[src/rtl/pipelined_adder_pkg.sv]
// Shared helpers for pipelined_adder: slice sizing, a split sanity check,
// the full-adder bit cell and the per-stage control record.
package pipelined_adder_pkg;

   function automatic bit split_ok(input int unsigned width, input int unsigned stages);
      return (stages != 0) && (stages <= width) && ((width % stages) == 0);
   endfunction

   function automatic int unsigned CHUNK_OF(input int unsigned width, input int unsigned stages);
      return (stages == 0) ? width : width / stages;
   endfunction

   // Full-adder bit cell, returns {cout, sum}
   function automatic logic [1:0] full_add(input logic a, input logic b, input logic cin);
      return {(a & b) | (cin & (a ^ b)), a ^ b ^ cin};
   endfunction

   // Per-stage control record; partial sums and pending operands have
   // stage-dependent widths and live beside it in the pipeline.
   typedef struct packed {
      logic valid;
      logic carry;
   } stage_ctl_t;

endpackage

[src/rtl/add_slice.sv]
// CHUNK-bit combinational ripple-carry slice built from the full-adder cell.
module add_slice
   import pipelined_adder_pkg::*;
#(
   parameter int unsigned CHUNK = 8
) (
   input  logic [CHUNK-1:0] a,
   input  logic [CHUNK-1:0] b,
   input  logic             cin,
   output logic [CHUNK-1:0] sum_c,
   output logic             cout_c
);

   logic [CHUNK:0] carry;

   always_comb begin
      carry    = '0;
      sum_c    = '0;
      carry[0] = cin;
      for (int i = 0; i < int'(CHUNK); i++) begin
         {carry[i+1], sum_c[i]} = full_add(a[i], b[i], carry[i]);
      end
   end

   assign cout_c = carry[CHUNK];

endmodule

[src/rtl/pipelined_adder.sv]
// Pipelined ripple-carry adder, one CHUNK-bit slice resolved per stage.
// Optional signed-overflow output enabled by PIPELINED_ADDER_OVF_EN.
module pipelined_adder
   import pipelined_adder_pkg::*;
#(
   parameter int unsigned WIDTH  = 32,
   parameter int unsigned STAGES = 4
) (
   input  logic             clk,
   input  logic             rst_n,
   input  logic             in_valid,
   output logic             in_ready,
   input  logic [WIDTH-1:0] in_a,
   input  logic [WIDTH-1:0] in_b,
   input  logic             in_cin,
   output logic             out_valid,
   input  logic             out_ready,
   output logic [WIDTH-1:0] out_sum,
   output logic             out_cout
`ifdef PIPELINED_ADDER_OVF_EN
   ,
   output logic             out_ovf
`endif
);

   localparam int unsigned CHUNK = CHUNK_OF(WIDTH, STAGES);

   if (!split_ok(WIDTH, STAGES)) begin : g_bad_split
      $error("pipelined_adder: WIDTH must be a positive multiple of STAGES");
   end

   logic              adv;
   stage_ctl_t        ctl_q [STAGES];
   logic [WIDTH-1:0]  slice_sum;
   logic [STAGES-1:0] slice_cout;

   // Whole pipeline moves together; stalls only when the output is held
   assign adv      = !out_valid || out_ready;
   assign in_ready = adv;

   always_ff @(posedge clk or negedge rst_n) begin
      if (!rst_n) begin
         for (int k = 0; k < int'(STAGES); k++) ctl_q[k] <= '0;
      end else if (adv) begin
         ctl_q[0] <= '{valid: in_valid, carry: slice_cout[0]};
         for (int k = 1; k < int'(STAGES); k++) begin
            ctl_q[k] <= '{valid: ctl_q[k-1].valid, carry: slice_cout[k]};
         end
      end
   end

   for (genvar k = 0; k < int'(STAGES); k++) begin : g_stage
      localparam int unsigned LO  = k * CHUNK;
      localparam int unsigned REM = WIDTH - LO;

      logic [REM-1:0]      a_in;
      logic [REM-1:0]      b_in;
      logic                c_in;
      logic [LO+CHUNK-1:0] sum_q;

      // Stage 0 takes the port operands; later stages take the pending upper slices
      if (k == 0) begin : g_src
         assign a_in = in_a;
         assign b_in = in_b;
         assign c_in = in_cin;

         always_ff @(posedge clk or negedge rst_n) begin
            if (!rst_n)   sum_q <= '0;
            else if (adv) sum_q <= slice_sum[CHUNK-1:0];
         end
      end else begin : g_src
         assign a_in = g_stage[k-1].g_pend.a_q;
         assign b_in = g_stage[k-1].g_pend.b_q;
         assign c_in = ctl_q[k-1].carry;

         always_ff @(posedge clk or negedge rst_n) begin
            if (!rst_n)   sum_q <= '0;
            else if (adv) sum_q <= {slice_sum[LO +: CHUNK], g_stage[k-1].sum_q};
         end
      end

      add_slice #(.CHUNK(CHUNK)) u_slice (
         .a      (a_in[CHUNK-1:0]),
         .b      (b_in[CHUNK-1:0]),
         .cin    (c_in),
         .sum_c  (slice_sum[LO +: CHUNK]),
         .cout_c (slice_cout[k])
      );

      if (k < int'(STAGES) - 1) begin : g_pend
         logic [REM-CHUNK-1:0] a_q;
         logic [REM-CHUNK-1:0] b_q;

         always_ff @(posedge clk or negedge rst_n) begin
            if (!rst_n) begin
               a_q <= '0;
               b_q <= '0;
            end else if (adv) begin
               a_q <= a_in[REM-1:CHUNK];
               b_q <= b_in[REM-1:CHUNK];
            end
         end
      end
   end

   assign out_valid = ctl_q[STAGES-1].valid;
   assign out_cout  = ctl_q[STAGES-1].carry;
   assign out_sum   = g_stage[STAGES-1].sum_q;

`ifdef PIPELINED_ADDER_OVF_EN
   logic ovf_q;
   logic a_msb;
   logic b_msb;

   assign a_msb = g_stage[STAGES-1].a_in[CHUNK-1];
   assign b_msb = g_stage[STAGES-1].b_in[CHUNK-1];

   // Like-signed operands producing an opposite-signed sum
   always_ff @(posedge clk or negedge rst_n) begin
      if (!rst_n)   ovf_q <= 1'b0;
      else if (adv) ovf_q <= (a_msb == b_msb) && (slice_sum[WIDTH-1] != a_msb);
   end

   assign out_ovf = ovf_q;
`endif

endmodule

[config.mk]
export PLATFORM = sky130hd
export DESIGN_NAME = pipelined_adder
export DESIGN_NICKNAME = d
export VERILOG_FILES = /design/src/rtl/pipelined_adder_pkg.sv /design/src/rtl/add_slice.sv /design/src/rtl/pipelined_adder.sv
export SDC_FILE = /design/constraint.sdc
export NUM_CORES = 1
export LEC_CHECK = 0
export ABC_AREA = 1
export ABC_CLOCK_PERIOD_IN_PS = 4710
export BUFFER_PORTS_ARGS = -buffer_cell sky130_fd_sc_hd__buf_2
export CAP_MARGIN = 20
export CORE_UTILIZATION = 58
export DETAILED_ROUTE_END_ITERATION = 8
export GPL_TIMING_DRIVEN = 0
export PLACE_DENSITY = 0.86
export SLEW_MARGIN = 20
export SYNTH_ARGS = -nofsm -noshare
export SYNTH_HDL_FRONTEND = slang
export SYNTH_SLANG_ARGS = --single-unit
[constraint.sdc]
create_clock -name clk -period 4.71 [get_ports clk]
set_clock_uncertainty 0.15 [all_clocks]
set_input_delay 0.942 -clock clk [delete_from_list [all_inputs] [get_ports clk]]
set_output_delay 0.942 -clock clk [all_outputs]
set_load 0.02 [all_outputs]
-- Word level (Yosys, flattened, before mapping)
Index checks and enable logic that the tools add are counted.
- bitwise operators: 160
- reductions and logical operators: 2
- operator list (cell ; count):
    bitwise AND 1 bit ; 64
    bitwise XOR 1 bit ; 64
    bitwise OR 1 bit ; 32
    logical NOT 1 bit ; 1
    logical OR 1 bit ; 1
- bits in registers: 184
- input bits: 69
- output and inout port bits: 35

-- Longest topological paths before layout
- depth after elaboration: 17
- mapped depth: 14
- mapped depth without buffers: 14

-- Hierarchy
Synthesis repeated with hierarchy kept, for this count alone.
- cells, all modules: 869
- area total of the unflattened synthesis: 7993.9 um2
- by module, submodules not included (module ; instances ; cells each ; area an instance (um2)):
    pipelined_adder ; 1 ; 797 ; 7203.2
    add_slice ; 4 ; 18 ; 197.7

-- Least setup slack after synthesis
OpenSTA, ideal clock, no wires.
- path kind: input to register
- start point: input in_a[0]
- end point: register g_stage[0].sum_q[7]
- setup time: 0.065 ns
- arrival: 4.047 ns
- required time: 4.495 ns
- slack: 0.448 ns
- stages: 14
- cells stage by stage: inv_1 > fa_1 > inv_1 > fa_1 > fa_1 > fa_1 > fa_1 > fa_1 > fa_1 > inv_1 > fa_1 > inv_1 > nand2_1 > nand2_1
- cells in the longest elaborated chain, start to end: 16
- elaborated cells on any way between the ends: 17
- RTL lines (item ; RTL line ; RTL):
    start, declared ; pipelined_adder.sv:13 ; input logic [WIDTH-1:0] in_a,
    bitwise XOR 1 bit ; pipelined_adder_pkg.sv:15 ; return {(a & b) | (cin & (a ^ b)), a ^ b ^ cin};
    bitwise AND 1 bit ; pipelined_adder_pkg.sv:15 ;
    bitwise OR 1 bit (*) ; pipelined_adder_pkg.sv:15 ;
    bitwise AND 1 bit (*) ; pipelined_adder_pkg.sv:15 ;
    bitwise OR 1 bit (*) ; pipelined_adder_pkg.sv:15 ;
    bitwise AND 1 bit (*) ; pipelined_adder_pkg.sv:15 ;
    bitwise OR 1 bit (*) ; pipelined_adder_pkg.sv:15 ;
    bitwise AND 1 bit (*) ; pipelined_adder_pkg.sv:15 ;
    bitwise OR 1 bit (*) ; pipelined_adder_pkg.sv:15 ;
    bitwise AND 1 bit (*) ; pipelined_adder_pkg.sv:15 ;
    bitwise OR 1 bit (*) ; pipelined_adder_pkg.sv:15 ;
    bitwise AND 1 bit (*) ; pipelined_adder_pkg.sv:15 ;
    bitwise OR 1 bit (*) ; pipelined_adder_pkg.sv:15 ;
    bitwise AND 1 bit (*) ; pipelined_adder_pkg.sv:15 ;
    bitwise OR 1 bit (*) ; pipelined_adder_pkg.sv:15 ;
    bitwise XOR 1 bit (*) ; pipelined_adder_pkg.sv:15 ;
    end signal, assigned ; pipelined_adder.sv:69 ; else if (adv) sum_q <= slice_sum[CHUNK-1:0];
    end, declared ; pipelined_adder.sv:59 ; logic [LO+CHUNK-1:0] sum_q;
Every way passes the cells marked *; elsewhere a longest branch is shown, timed or not.
A chain may end at the register's enable or synchronous reset.

-- Final worst setup path
Ends and elaborated chain as after synthesis.

==> impl_metrics.ini <==
[cells_and_area]
layout.cell_area.non_filler_sq_mm = 0.00936
drive_above_1_share_pct = 18.8
antenna_cells = 0
synthToLayoutAreaGrowth_pct = 17.1
final.fill_count = 998
layout.nets = 1093

[place]
port_buf_inserts = 103
globalplace.congestion = 0.888
hpwlAfterDp_um = 12600
placedInstanceArea_sq_mm = 0.00877

[worst_hold_path]
hold_startpoint = g_stage[0].g_pend.b_q[15]
worstHoldPathCells = 2
whs_endpoint = g_stage[1].g_pend.b_q[7]
min-delay-path-class = reg2reg

[logic_synthesis]
syn_nets = 970
ys.warnings.count = 0
post_synth_main_area_contributors = sky130_fd_sc_hd__dfrtp_1, sky130_fd_sc_hd__nand2_1, sky130_fd_sc_hd__nand3_1
synth_cells = 869
synth_cell_types = 8
yosys.cell_count.top_type = sky130_fd_sc_hd__nand2_1
synth_top_area_cell = sky130_fd_sc_hd__dfrtp_1
cell_area_after_technology_mapping_sq_mm = 0.00799
synth-async-reset-ratio_pct = 100
number_of_synthesized_flops_with_an_enable_pin = 0
postSynth.topFlopCell = sky130_fd_sc_hd__dfrtp_1
synth.ff_latch_count = 184
synth_largest_type_area_fraction_pct = 57.6
synth_commonest_cells = sky130_fd_sc_hd__nand2_1, sky130_fd_sc_hd__dfrtp_1, sky130_fd_sc_hd__nand3_1, sky130_fd_sc_hd__buf_2, sky130_fd_sc_hd__inv_1
post_synth.cell_area_avg_sq_um = 9.20
yosysSeqAreaShare_pct = 57.6

[setup_path]
timing.critical_path.cells = buf_2 -> inv_1 -> fa_1 -> inv_1 -> fa_1 -> fa_1 -> fa_1 -> fa_1 -> fa_1 -> fa_1 -> inv_1 -> fa_1 -> inv_1 -> nand2_1 -> nand2_1
critical_path_class = in2reg
reg2regPathDepth = 14
start_kind = primary input
worst-path-buf-inv = 5
r2r-start = g_stage[0].g_pend.a_q[0]
critical-path-top-cell-by-count = sky130_fd_sc_hd__fa_1
r2r_slack_ns = 0.75
worstReg2RegEnd = g_stage[1].sum_q[15]
timing.critical_path.slowest_stage_cell = sky130_fd_sc_hd__fa_1
worst_ep_required_time_ns = 4.93
cp_max_fo = 1
cp.arrival_ns = 4.28
crit_start = in_a[0]
critPathTopFamily = adder cells
timing.critical_path.slowest_cell_delay_ns = 0.40
worst_setup_end_kind = flop

[timing]
max_clock_freq_mhz = 246
final-max-slew-violation-count = 0
max_slew_margin_pct = 58.9
tightest_slew_ns = 0.616
finalCriticalPeriod_ns = 4.06
fin_crit_sh_pct = 86.3
final.setup.tns_ns = 0
setup_viol = 0
grt_setup_unrepaired = no
report.final.hold_viol_count = 0

[floorplanning]
initial_utilization_pct = 59.9
rows = 42
die_height_um = 119
design.portCount = 104
floorplan.die_area_sq_mm = 0.0143
coreArea_sq_mm = 0.0133
die_x_um = 119

[route]
route.vias.total = 6339
drtIter0Drc = 546
route.antenna.remaining_nets = 0
detail_route.wl_per_cell_um = 15.3
first_drt_pass_iteration_count = 5
routed_wirelength_um = 18100
detail_route.vias_per_cell = 5.37
detail_route.drc_violations = 0

[global_route]
grt_pass1_vias = 6308
grt.overflow.total = 0
antenna_found_initial = 0
first_pass_grt_wire_length_um = 30700
grt_util_all_layers_pct = 28.2
grt_start_max_net_pins = 101

[clock_network]
ctsRootBufferMaster = sky130_fd_sc_hd__clkbuf_16
cts_sinks = 184
insertion_delay_of_the_later_clocked_pin_in_the_worst_skew_pair_ns = 0.43
htreeDepth = 4
cts_hold_repair.buffers = 0
numCtsBuffers = 17
cts_resized = 0
cts_max_path_buffers = 2
tritoncts = yes
cts_post_setup_buffers_inserted = 0
cts.clk_slew.worst_paths_ns = 0.06

[power_and_ir_drop]
worst_ir_drop_vdd_mv = 0.356
power_density_mw_per_mm2 = 688
leakagePower_nw = 5.19

[flow_run]
maxCapViolCount = 0

[status]
status = completed
stage by stage:
| step | hold WS [ns] | utilization, % | std cells | power, W | setup slack [ns] |
|---|---|---|---|---|---|
| 2_1_floorplan | 0.285 | - | 869 | 0.00420 | 0.448 |
| 3_3_place_gp | 0.295 | 65.4 | 1148 | 0.00490 | -0.232 |
| 3_5_place_dp | 0.303 | 65.7 | 1149 | 0.00501 | 0.200 |
| 4_1_cts | 0.318 | 70.1 | 1181 | 0.00644 | 0.643 |
| 5_1_grt | 0.341 | 70.1 | 1181 | 0.00691 | 0.475 |
| 6_report | 0.317 | 70.1 | 1181 | 0.00644 | 0.646 |
cell usage in the layout, fill, tap and decap left out:
master	instances
sky130_fd_sc_hd__clkbuf_8	7
sky130_fd_sc_hd__clkbuf_1	6
sky130_fd_sc_hd__clkinvlp_4	1
sky130_fd_sc_hd__fa_1	32
sky130_fd_sc_hd__buf_1	1
sky130_fd_sc_hd__nand2_1	368
sky130_fd_sc_hd__buf_8	1
sky130_fd_sc_hd__nand3_1	183
sky130_fd_sc_hd__clkbuf_16	17
sky130_fd_sc_hd__inv_1	42
sky130_fd_sc_hd__clkinv_2	3
sky130_fd_sc_hd__buf_2	157
sky130_fd_sc_hd__clkinv_4	1
sky130_fd_sc_hd__dfrtp_1	184
sky130_fd_sc_hd__bufinv_16	1
sky130_fd_sc_hd__buf_16	1
worst reg2reg max path: stages (launching register included):
cell and delay (ns):
sky130_fd_sc_hd__dfrtp_1 0.41, sky130_fd_sc_hd__inv_1 0.11, sky130_fd_sc_hd__fa_1 0.17, sky130_fd_sc_hd__inv_1 0.05
sky130_fd_sc_hd__fa_1 0.37, sky130_fd_sc_hd__fa_1 0.39, sky130_fd_sc_hd__fa_1 0.39, sky130_fd_sc_hd__fa_1 0.39
sky130_fd_sc_hd__fa_1 0.38, sky130_fd_sc_hd__fa_1 0.36, sky130_fd_sc_hd__inv_1 0.08, sky130_fd_sc_hd__fa_1 0.45
sky130_fd_sc_hd__inv_1 0.07, sky130_fd_sc_hd__nand2_1 0.06, sky130_fd_sc_hd__nand2_1 0.07
how the worst max path moves through the flow:
stage / depth (start not counted) / slack [ns] / end
floorplan: 14 / 0.45 / g_stage[0].sum_q[7]
global placement: 1 / -0.23 / g_stage[0].g_pend.b_q[12]
detailed placement: 15 / 0.20 / g_stage[0].sum_q[7]
CTS: 15 / 0.64 / g_stage[0].sum_q[7]
global route: 15 / 0.47 / g_stage[0].sum_q[7]
finish: 15 / 0.65 / g_stage[0].sum_q[7]
registers in the layout (all words and copies together) (netlist names):
register and cells:
g_stage.g_pend.a_q 48, g_stage.g_pend.b_q 48, g_stage.sum_q 48, out_sum 32, ctl_q 3, g_stage.c_in 3
out_cout 1, out_valid 1
report_power, final:
part	switching (W)	leakage, nW	total (W)	internal [W]
clock network	0.000571	0.292	0.00140	0.000826
registers	0.000448	2.23	0.00272	0.00227
logic	0.00150	2.66	0.00233	0.000829
total	0.00252	5.19	0.00644	0.00392
layer usage:
layer	track usage, %	routed length, um	share of wire, %
met4	12.7	582	3.2
met1	37.5	7620	42
met2	44.8	8760	48
met5	0	0	0
met3	6.37	1110	6.2
cell families after synthesis:
logic type	synth area share, %
flops	57.6
fa+ha+maj	8.01
buf+inv	5.65
simple gates	28.7
area by class of cell:
class	instances	area, sq um	share of cell area (%)
flip-flops and latches	184	4600	49.2
repair buffers	104	553	5.91
well taps	176	220	2.35
inverters	42	158	1.68
multi-input cells	583	2940	31.4
clock buffers	26	529	5.66
plain buffers	60	294	3.14
clock inverters	6	61.3	0.655
Note: power is estimated with default switching activity, not from simulation.
